--- src/rtl/wb_mem_arbiter.sv ---
// Round-robin Wishbone arbiter sharing one DRAM master port between the
// instruction and data caches, with a per-grant watchdog that retires hung transfers.
`timescale 1ns/1ps
module wb_mem_arbiter #(
    parameter int unsigned TIMEOUT_CYCLES = 256
) (
    input  logic         clk,
    input  logic         rst_n,
    // Handshake: a cache requests with CYC=1 and STB=1 and holds its request
    // until it sees ACK or RTY; dropping CYC while granted aborts the transfer.
    input  logic         icache_cyc,
    input  logic         icache_stb,
    input  logic         icache_we,
    input  logic [31:0]  icache_adr,
    input  logic [15:0]  icache_sel,
    input  logic [127:0] icache_dat_m,
    output logic [127:0] icache_dat_s,
    output logic         icache_ack,
    output logic         icache_rty,
    input  logic         dcache_cyc,
    input  logic         dcache_stb,
    input  logic         dcache_we,
    input  logic [31:0]  dcache_adr,
    input  logic [15:0]  dcache_sel,
    input  logic [127:0] dcache_dat_m,
    output logic [127:0] dcache_dat_s,
    output logic         dcache_ack,
    output logic         dcache_rty,
    output logic         dram_cyc,
    output logic         dram_stb,
    output logic         dram_we,
    output logic [31:0]  dram_adr,
    output logic [15:0]  dram_sel,
    output logic [127:0] dram_dat_m,
    input  logic [127:0] dram_dat_s,
    input  logic         dram_ack,
    input  logic         dram_rty,
    output logic [1:0]   grant,
    output logic         timeout_err,
    output logic [1:0]   state_dbg
);

    localparam int WDOG_W = (TIMEOUT_CYCLES > 1) ? $clog2(TIMEOUT_CYCLES) : 1;
    localparam logic [WDOG_W-1:0] WDOG_MAX = WDOG_W'(TIMEOUT_CYCLES - 1);

    typedef enum logic [1:0] {
        S_IDLE    = 2'd0,
        S_I_BUS   = 2'd1,
        S_D_BUS   = 2'd2,
        S_RELEASE = 2'd3
    } state_t;

    state_t              state_q, state_d;
    logic                last_q, last_d;   // 0 = icache, 1 = dcache
    logic [WDOG_W-1:0]   wdog_q, wdog_d;

    logic         i_req, d_req, own_i, own_d;
    logic         x_cyc, x_stb, x_we;
    logic [31:0]  x_adr;
    logic [15:0]  x_sel;
    logic [127:0] x_dat;
    logic         fwd_ack, fwd_rty;
    logic [127:0] fwd_dat;

    always_ff @(posedge clk) begin
        if (!rst_n) begin
            state_q <= S_IDLE;
            last_q  <= 1'b1;
            wdog_q  <= '0;
        end else begin
            state_q <= state_d;
            last_q  <= last_d;
            wdog_q  <= wdog_d;
        end
    end

    assign i_req = icache_cyc & icache_stb;
    assign d_req = dcache_cyc & dcache_stb;
    assign own_i = (state_q == S_I_BUS);
    assign own_d = (state_q == S_D_BUS);

    assign x_cyc = own_d ? dcache_cyc   : icache_cyc;
    assign x_stb = own_d ? dcache_stb   : icache_stb;
    assign x_we  = own_d ? dcache_we    : icache_we;
    assign x_adr = own_d ? dcache_adr   : icache_adr;
    assign x_sel = own_d ? dcache_sel   : icache_sel;
    assign x_dat = own_d ? dcache_dat_m : icache_dat_m;

    always_comb begin
        state_d     = state_q;
        last_d      = last_q;
        wdog_d      = wdog_q;
        dram_cyc    = 1'b0;
        dram_stb    = 1'b0;
        dram_we     = 1'b0;
        dram_adr    = '0;
        dram_sel    = '0;
        dram_dat_m  = '0;
        fwd_ack     = 1'b0;
        fwd_rty     = 1'b0;
        fwd_dat     = '0;
        timeout_err = 1'b0;
        case (state_q)
            S_IDLE, S_RELEASE: begin
                wdog_d = '0;
                if (i_req && d_req) begin
                    state_d = last_q ? S_I_BUS : S_D_BUS;
                    last_d  = ~last_q;
                end else if (i_req) begin
                    state_d = S_I_BUS;
                    last_d  = 1'b0;
                end else if (d_req) begin
                    state_d = S_D_BUS;
                    last_d  = 1'b1;
                end else begin
                    state_d = S_IDLE;
                end
            end
            default: begin
                dram_cyc   = x_cyc;
                dram_stb   = x_stb;
                dram_we    = x_we;
                dram_adr   = x_adr;
                dram_sel   = x_sel;
                dram_dat_m = x_dat;
                fwd_ack    = dram_ack;
                fwd_rty    = dram_rty;
                fwd_dat    = dram_dat_s;
                if (dram_ack || dram_rty) begin
                    state_d = S_RELEASE;
                end else if (!x_cyc) begin
                    state_d = S_IDLE;
                end else if (wdog_q == WDOG_MAX) begin
                    // DRAM never answered: drop the bus and tell the owner to retry.
                    dram_cyc    = 1'b0;
                    dram_stb    = 1'b0;
                    fwd_rty     = 1'b1;
                    timeout_err = 1'b1;
                    state_d     = S_RELEASE;
                end else begin
                    wdog_d = wdog_q + 1'b1;
                end
            end
        endcase
    end

    assign icache_ack   = own_i & fwd_ack;
    assign icache_rty   = own_i & fwd_rty;
    assign icache_dat_s = own_i ? fwd_dat : '0;
    assign dcache_ack   = own_d & fwd_ack;
    assign dcache_rty   = own_d & fwd_rty;
    assign dcache_dat_s = own_d ? fwd_dat : '0;
    assign grant        = {own_d, own_i};
    assign state_dbg    = state_q;

endmodule
--- config.mk ---
export PLATFORM = sky130hd
export DESIGN_NAME = wb_mem_arbiter
export DESIGN_NICKNAME = d
export VERILOG_FILES = /design/src/rtl/wb_mem_arbiter.sv
export SDC_FILE = /design/constraint.sdc
export NUM_CORES = 1
export LEC_CHECK = 0
export BUFFER_PORTS_ARGS = -buffer_cell sky130_fd_sc_hd__buf_4
export CORE_AREA = 2 2 360 362
export CTS_CLUSTER_DIAMETER = 120
export DETAILED_ROUTE_END_ITERATION = 8
export DIE_AREA = 0 0 362 364
export GPL_TIMING_DRIVEN = 0
export MAX_ROUTING_LAYER = met4
export PLACE_DENSITY = 0.3
export SYNTH_ARGS = -nofsm -noshare
export SYNTH_HDL_FRONTEND = slang
export SYNTH_SLANG_ARGS = --single-unit
--- constraint.sdc ---
create_clock -name clk -period 2.41 [get_ports clk]
set_clock_uncertainty 0.15 [all_clocks]
set_input_delay 0.1205 -clock clk [delete_from_list [all_inputs] [get_ports clk]]
set_output_delay 0.1205 -clock clk [all_outputs]
set_load 0.005 [all_outputs]
---- Word-level counts from Yosys, hierarchy flattened ----
Index checks and enable logic that the tools add are counted.
W data, S select, Z words.
word-level totals
  register bits after elaboration ......... 11
operators by class
  add/subtract/negate cells ............... 1
  eq/ne operators ......................... 5
  muxes and demuxes ....................... 41
  bitwise operators ....................... 10
  reductions and logical operators ........ 8
operator list
  operator               count
  $mux W128              5
  $mux W32               2
  $mux W16               2
  $mux W1                24
  $mux W2                8
  $add A8 B1 Y8 const B  1
  $eq A8 B8 Y1 const B   1
  $and A1 B1 Y1          6
  $eq A2 B2 Y1 const B   2
  $ne A4 B1 Y1 const B   1
  $not A1 Y1             4
  $reduce_and A3 Y1      1
  $reduce_bool A3 Y1     1
  $reduce_or A3 Y1       1
  $eq A2 B1 Y1 const B   1
  $logic_not A2 Y1       1
  $reduce_and A2 Y1      1
  $reduce_or A2 Y1       1
  $logic_and A1 B1 Y1    1
  $logic_or A1 B1 Y1     1

---- Depth between registers and ports, before layout ----
Gate-level depths: netlist (run 1).
  word-level depth ........................ 6
  mapped depth ............................ 8
  gate-level depth less buffers ........... 6

---- Worst setup path before layout (run 1) ----
OpenSTA, ideal clock, no wires.
  path kind ............................... register to register
  start point ............................. register state_q[0] (netlist: state_dbg[0])
  end point ............................... register wdog_q[5]
  library setup time ...................... 0.059 ns
  arrival ................................. 1.732 ns
  path slack .............................. 0.469 ns
  cell stages (with the launch flop) ...... 8
  period minus slack after synthesis ...... 1.941 ns
  cells stage by stage .................... dfxtp_1 inv_1 ha_1 buf_2 mux2_2 nand3_1 or4_1 nand2_1
on the way
  longest elaborated chain between the ends .. 3
  elaborated cells between the ends (all ways) .. 6
ends and longest elaborated chain
  element                      line  text
  start, declared              53    state_t state_q, state_d;
  start signal, assigned       71    state_q <= state_d;
  $eq A2 B2 Y1                 80    assign own_d = (state_q == S_D_BUS);
  via own_d                    57    logic i_req, d_req, own_i, own_d;
  $mux W1                      82    assign x_cyc = own_d ? dcache_cyc : icache_cyc;
  $reduce_and A3 Y1 (no line)  --
  end signal, assigned         73    wdog_q <= wdog_d;
  end, declared                55    logic [WDOG_W-1:0] wdog_q, wdog_d;
The timed path passes the listed nets, and every way through them passes these cells.
A chain may end at the register's enable or synchronous reset.

---- Final worst setup path (run 1) ----
  start point ............................. register state_q[1] (netlist: state_dbg[1])
  end point ............................... output dram_sel[15]
on the way
  longest elaborated chain between the ends .. 3
  elaborated cells between the ends (all ways) .. 6
ends and longest elaborated chain
  element                                       line     text
  $eq A2 B2 Y1, or another cell as far along    80
  $mux W16 or $reduce_or A2 Y1 (tied branches)  86, 103
  $mux W16 (*)                                  103      case (state_q)
  end, declared                                 33       output logic [15:0] dram_sel,
Every way passes the cells marked *; elsewhere a longest branch is shown, timed or not.

==> results of run 1 <==
how the worst max path moves through the flow:
stage	endpoint	startpoint	slack, ns
6_report	dram_sel[15]	state_dbg[1]	0.07
5_1_grt	dram_dat_m[121]	state_dbg[0]	-0.0008
4_1_cts	dram_dat_m[108]	state_dbg[0]	0.0002
3_5_place_dp	dcache_rty	state_dbg[1]	-1.64
3_3_place_gp	dcache_rty	state_dbg[0]	-1.61
2_1_floorplan	wdog_q[5]	state_dbg[0]	0.47
per-stage QoR:
stage,instances,setup slack [ns],power [W],TNS (ns)
after floorplan,793,0.469,0.00425,0
after global placement,3401,-1.61,0.0108,-267.48
after detailed placement,3401,-1.64,0.0107,-263.66
after CTS,3411,0.000182,0.0124,0
after global routing,3423,-0.000794,0.0131,-0.000794
final,3440,0.0690,0.0123,0
repair_timing:
item / in CTS / in global routing
gates resized for setup: 205 / 61
pin swaps: 1 / 1
hold buffers: 1 / 0
hold endpoints to repair: 1 / 0
setup endpoints to repair: 442 / 210
cloned: 3 / 1
setup buffers: 2 / 0
placed cells by master (no fill, tap or decap), drive strengths merged, types with 5 or more instances in the layout:
| master | n |
|---|---|
| inv | 6 |
| nor2 | 9 |
| nor2b | 177 |
| nand2 | 8 |
| ha | 5 |
| clkbuf | 66 |
| buf | 977 |
| o21ai | 6 |
| diode | 28 |
| a31oi | 6 |
| dfxtp | 11 |
| and3 | 259 |
| mux2i | 178 |
| o211ai | 5 |
final cells by class:
| class | count | share of cell area (%) |
|---|---|---|
| diodes | 28 | 0.446 |
| plain buffers | 101 | 5.97 |
| clock buffers | 4 | 0.502 |
| inverters | 6 | 0.143 |
| multi-input cells | 675 | 32.7 |
| flip-flops and latches | 11 | 1.43 |
| well taps | 1675 | 13.4 |
| repair buffers | 940 | 45.5 |
per-layer routing:
metal  wire (µm)  GRT usage [%]  part of all wire, %
met1       45500           18.9                   45
met2       47800           24.0                   47
met3        6060           3.16                  6.0
met4        1590           1.92                  1.6
met5           0              -                    0
flip-flops by register name (all words and copies together) (netlist names):
register / count
last_q: 1
state_dbg: 2
wdog_q: 8
worst max-delay path, cell delays in order (launching register included):
cell and delay [ns]:
sky130_fd_sc_hd__dfxtp_4 0.37, sky130_fd_sc_hd__inv_1 0.10, sky130_fd_sc_hd__ha_4 0.32, sky130_fd_sc_hd__buf_12 0.17
sky130_fd_sc_hd__clkbuf_2 0.30, sky130_fd_sc_hd__nor2b_2 0.36, sky130_fd_sc_hd__buf_4 0.17
power groups by stage:
stage	Combinational, W	Clock [W]	Sequential, W
after detailed placement	0.0105	0	0.000221
after global routing	0.0126	0.000334	0.000229
final	0.0117	0.000318	0.000226
after global placement	0.0106	0	0.000222
after floorplan	0.00403	0	0.000217
after CTS	0.0119	0.000323	0.000222
kinds of logic after synthesis:
| family | count (synthesis) | share of synthesized area, % |
|---|---|---|
| AOI/OAI and AO/OA | 22 | 2.54 |
| xor gates and xnor gates | 2 | 0.314 |
| adders and majority gates | 5 | 1.12 |
| buffers and inverters | 107 | 7.95 |
| DFF | 11 | 3.95 |
| muxes | 180 | 32.4 |
| and+or+nand+nor | 466 | 51.7 |
==> summary.json, run 1 <==
{
  "layout.cell_area.non_filler_um2": 15700,
  "tightest_slew_ns": 0.511,
  "clk_root_buffer_cell": "sky130_fd_sc_hd__clkbuf_16",
  "worst_hold_path_stage_count": 3,
  "worst_setup_path_end_kind": "primary output",
  "layout-drive-gt1-share_pct": 61.9,
  "max_freq_mhz": 427,
  "tritoncts.num_buffers": 3,
  "number_of_flops_mapped_to_enable_cells_by_yosys": 0,
  "timing.reg2reg.worst_path_depth": 8,
  "sequentialPowerShare_pct": 1.8,
  "routed-via-count": 10200,
  "synth.yosys.seq_area_share_pct": 3.95,
  "worstHoldEndpoint": "last_q",
  "timing.setup.critical_path_class": "reg -> out",
  "synth-async-reset-ratio_pct": 0,
  "intPower_w": 0.00598,
  "final-setup-viol-count": 0,
  "numClockSinks": 11,
  "number_of_antenna_violations_at_the_first_check_in_global_routing": 76,
  "post_synth_most_frequent_cells": "sky130_fd_sc_hd__and3_1 (259), sky130_fd_sc_hd__mux2i_1 (178), sky130_fd_sc_hd__nor2b_1 (177), sky130_fd_sc_hd__clkbuf_1 (77), sky130_fd_sc_hd__buf_2 (21)",
  "slew_headroom_pct": 65.9,
  "hold_viol": 0,
  "layout.filler_cells": 15000,
  "detail-route-antenna-nets": 0,
  "yosys-top-cells-area": "sky130_fd_sc_hd__mux2i_1 (32%), sky130_fd_sc_hd__and3_1 (29%), sky130_fd_sc_hd__nor2b_1 (20%), sky130_fd_sc_hd__clkbuf_1 (5.2%), sky130_fd_sc_hd__dfxtp_1 (4.0%)",
  "power.share.switching_pct": 51.4,
  "syn_avg_cell_area_um2": 7.03,
  "design.portCount": 934,
  "first_pass_grt_wire_length_um": 120000,
  "tritoncts": "yes",
  "ir_drop_mv": 0.334,
  "regToRegSetupSlack_ns": 0.39,
  "via_per_inst": 2.97,
  "fin_worst_hold_slack_ns": 0.0869,
  "gr-usage-all-layers_pct": 14.7,
  "crit_required_ns": 2.14,
  "portBuffers": 933,
  "r2r_end": "state_dbg[1]",
  "count_of_mapped_cells_out_of_synthesis": 793,
  "seq_area_um2": 225,
  "remaining_global_route_overflow": 0,
  "final_nets": 2233,
  "per_cell_routed_wire_length_um": 29.4,
  "min_period_over_period_pct": 97.1,
  "count_of_final_max_slew_check_failures": 0,
  "placeableCoreArea_um2": 128000,
  "comb_power_share_pct": 95.6,
  "syn_to_final_growth_pct": 182,
  "finish.utilization_pct": 12.2,
  "drc_errors": 0,
  "outcome": "finished, final reports clean",
  "grt_start_max_net_pins": 11,
  "leakage_nw": 8.11,
  "clk_latency_ns": 0.24,
  "place_hpwl_um": 91600,
  "chipHeight_um": 364,
  "power-per-cell-area_nw_per_um2": 783,
  "crit_fanout": 10,
  "place_congestion": 0.864,
  "die_area_um2": 132000,
  "postSynth.topFlopCell": "sky130_fd_sc_hd__dfxtp_1",
  "worst_r2r_startpoint": "state_dbg[1]",
  "hold_path.startpoint": "dcache_stb",
  "maximum_level_of_the_cts_h_tree": 1,
  "post-synth-top-count-cell": "sky130_fd_sc_hd__and3_1",
  "crit_arrival_ns": 2.07,
  "yosysTopAreaCell": "sky130_fd_sc_hd__mux2i_1",
  "synth.ff_latch_count": 11,
  "netSwitchingPower_w": 0.00631,
  "first_pass_iters": 4,
  "multi_input_area_um2": 5130,
  "power.share.clock_pct": 2.6,
  "routed_wl_um": 101000,
  "portion_of_synthesized_cell_area_occupied_by_the_leading_cell_type_pct": 32.0,
  "horiz_die_dim_um": 362,
  "max_cap_viol_count": 0,
  "std_cell_rows": 132,
  "start_util_pct": 4.34,
  "synth_fp_nets": 1288,
  "min_period_ns": 2.34,
  "worstSetupStartpointType": "flip-flop",
  "dr.first_iter.drc_count": 459,
  "place_area_um2": 14700,
  "holdCritPathClass": "in -> reg",
  "max-clock-path-buffers": 2,
  "synth_area_um2": 5570,
  "cts.clk_slew.worst_paths_ns": 0.05,
  "synth.distinct_cells": 33,
  "synth_warnings": 0,
  "grt_pass1_vias": 10200
}
Note: power is estimated with default switching activity, not from simulation.
==> run 2: changes to the inputs <==
--- a/config.mk
+++ b/config.mk
@@ -6,10 +6,10 @@
 export NUM_CORES = 1
 export LEC_CHECK = 0
 export BUFFER_PORTS_ARGS = -buffer_cell sky130_fd_sc_hd__buf_4
-export CORE_AREA = 2 2 360 362
+export CORE_AREA = 3 3 361 363
 export CTS_CLUSTER_DIAMETER = 120
 export DETAILED_ROUTE_END_ITERATION = 8
-export DIE_AREA = 0 0 362 364
+export DIE_AREA = 0 0 364 366
 export GPL_TIMING_DRIVEN = 0
 export MAX_ROUTING_LAYER = met4
 export PLACE_DENSITY = 0.3
==> summary.json, run 2 (synthesis results as in run 1) <==
{
  "count_of_final_max_slew_check_failures": 0,
  "chipHeight_um": 366,
  "dr.first_iter.drc_count": 638,
  "clk_root_buffer_cell": "sky130_fd_sc_hd__clkbuf_16",
  "most_common_cell_after_layout_fill_and_taps_aside": "sky130_fd_sc_hd__buf_4",
  "routed_wl_um": 101000,
  "routed-via-count": 10400,
  "first_pass_grt_wire_length_um": 123000,
  "finish.utilization_pct": 12.3,
  "holdCritPathClass": "in -> reg",
  "tritoncts": "yes",
  "worst_setup_path_end_kind": "primary output",
  "layout.cell_area.non_filler_um2": 15700,
  "final-setup-viol-count": 0,
  "syn_to_final_growth_pct": 181,
  "first_pass_iters": 5,
  "worstSetupStartpointType": "flip-flop",
  "max_flop_register": "wdog_q",
  "remaining_global_route_overflow": 0,
  "grt_pass1_vias": 10600,
  "r2r_end": "wdog_q[5]",
  "place_area_um2": 14700,
  "numClockSinks": 11,
  "design.portCount": 934,
  "final_cells": 3431,
  "power_w": 0.0120,
  "std_cell_rows": 131,
  "clk_latency_ns": 0.24,
  "timing.reg2reg.worst_path_depth": 7,
  "drc_errors": 0,
  "per_cell_routed_wire_length_um": 29.6,
  "gr-usage-all-layers_pct": 14.7,
  "portBuffers": 933,
  "hold_viol": 0,
  "min_period_over_period_pct": 97.3,
  "regToRegSetupSlack_ns": 0.39,
  "min_period_ns": 2.35,
  "cts.clk_slew.worst_paths_ns": 0.04,
  "number_of_antenna_violations_at_the_first_check_in_global_routing": 77,
  "via_per_inst": 3.02,
  "tightest_slew_ns": 0.569,
  "maximum_level_of_the_cts_h_tree": 1,
  "layout-drive-gt1-share_pct": 61.6,
  "place_congestion": 0.883,
  "die_area_um2": 133000,
  "hold_path.startpoint": "dcache_cyc",
  "outcome": "finished, final reports clean",
  "seq_area_um2": 223,
  "leakage_nw": 8.07,
  "slew_headroom_pct": 62.1,
  "power-per-cell-area_nw_per_um2": 762,
  "tritoncts.num_buffers": 3,
  "tns_ns": 0,
  "grt_start_max_net_pins": 12,
  "timing.setup.critical_path_class": "reg -> out",
  "crit_required_ns": 2.14,
  "horiz_die_dim_um": 364,
  "unrepaired_setup_endpoints_after_global_routing": "true",
  "detail-route-antenna-nets": 0,
  "worst_hold_path_stage_count": 3,
  "numPlacedInstances": 3388,
  "final_nets": 2232,
  "place_hpwl_um": 92800,
  "layout.filler_cells": 14900,
  "ir_drop_mv": 0.278,
  "max-clock-path-buffers": 2,
  "multi_input_area_um2": 5130,
  "worstHoldEndpoint": "last_q",
  "largest_reg_flops": 8,
  "max_cap_viol_count": 0,
  "worst_r2r_startpoint": "state_dbg[0]",
  "final_cell_mix": "sky130_fd_sc_hd__buf_4 (937), sky130_fd_sc_hd__and3_1 (254), sky130_fd_sc_hd__nor2b_1 (174)",
  "crit_fanout": 10,
  "placeableCoreArea_um2": 127000,
  "crit_arrival_ns": 2.07,
  "start_util_pct": 4.37,
  "max_freq_mhz": 426
}
-- run 2: cell types whose count changed in the layout (fill, tap and decap cells not counted), moves of 4 or more --
| cell | change |
|---|---|
| sky130_fd_sc_hd__buf_4 | -9 |
| sky130_fd_sc_hd__clkbuf_2 | +14 |
| sky130_fd_sc_hd__diode_2 | +5 |
| sky130_fd_sc_hd__buf_8 | +4 |
| sky130_fd_sc_hd__clkbuf_4 | -7 |
| sky130_fd_sc_hd__buf_12 | +5 |
| sky130_fd_sc_hd__clkbuf_1 | +4 |
| sky130_fd_sc_hd__buf_2 | -8 |
-- run 2: final cells by class --
cell class | count | area share (%)
Antenna cell | 33 | 0.527
Multi-Input combinational cell | 675 | 32.7
Inverter | 6 | 0.144
Buffer | 100 | 5.99
Timing Repair Buffer | 940 | 45.4
Clock buffer | 4 | 0.503
Tap cell | 1662 | 13.3
Sequential cell | 11 | 1.42
-- run 2: metrics by stage --
step | hold slack [ns] | setup slack, ns
after floorplan | 0.0594 | 0.469
after global placement | 0.215 | -1.73
after detailed placement | 0.218 | -1.68
after CTS | 0.0840 | -0.0476
after global routing | 0.107 | -0.00105
final | 0.0801 | 0.0649
-- run 2: power breakdown --
part           internal, W  switching, W
Clock             0.000223     0.0000887
Combinational      0.00538       0.00603
Sequential        0.000202     0.0000226
-- run 2: worst max-delay path, stage by stage, from the launching register on --
cell	delay, ns
sky130_fd_sc_hd__dfxtp_2	0.34
sky130_fd_sc_hd__inv_2	0.11
sky130_fd_sc_hd__ha_4	0.17
sky130_fd_sc_hd__buf_12	0.14
sky130_fd_sc_hd__buf_16	0.17
sky130_fd_sc_hd__buf_6	0.26
sky130_fd_sc_hd__mux2i_4	0.36
sky130_fd_sc_hd__nor2b_1	0.08
sky130_fd_sc_hd__buf_4	0.15
-- run 2: what timing repair did --
action | CTS | global route
setup buffers | 3 | 0
hold buffers | 1 | 0
gates resized for setup | 185 | 56
gates cloned | 3 | 0
endpoints found under the setup margin | 442 | 190
hold endpoints to repair | 1 | 0
-- run 2: routing by layer --
metal / up-vias / track usage [%] / wire length [µm]
met3: 78 / 5.18 / 9080
li1: 4740 / - / -
met4: 0 / 2.18 / 1340
met1: 4848 / 17.5 / 42700
met2: 707 / 24.3 / 48400
met5: - / - / 0
-- run 2: worst max path at each step --
stage / end / from / slack, ns / depth (start not counted)
after floorplan: wdog_q[5] / state_dbg[0] / 0.47 / 7
after global placement: dcache_rty / state_dbg[0] / -1.73 / 9
after detailed placement: dcache_rty / state_dbg[0] / -1.68 / 9
after CTS: dcache_dat_s[27] / state_dbg[0] / -0.05 / 9
after global routing: icache_dat_s[107] / state_dbg[1] / -0.001 / 6
final: dram_dat_m[57] / state_dbg[0] / 0.06 / 8
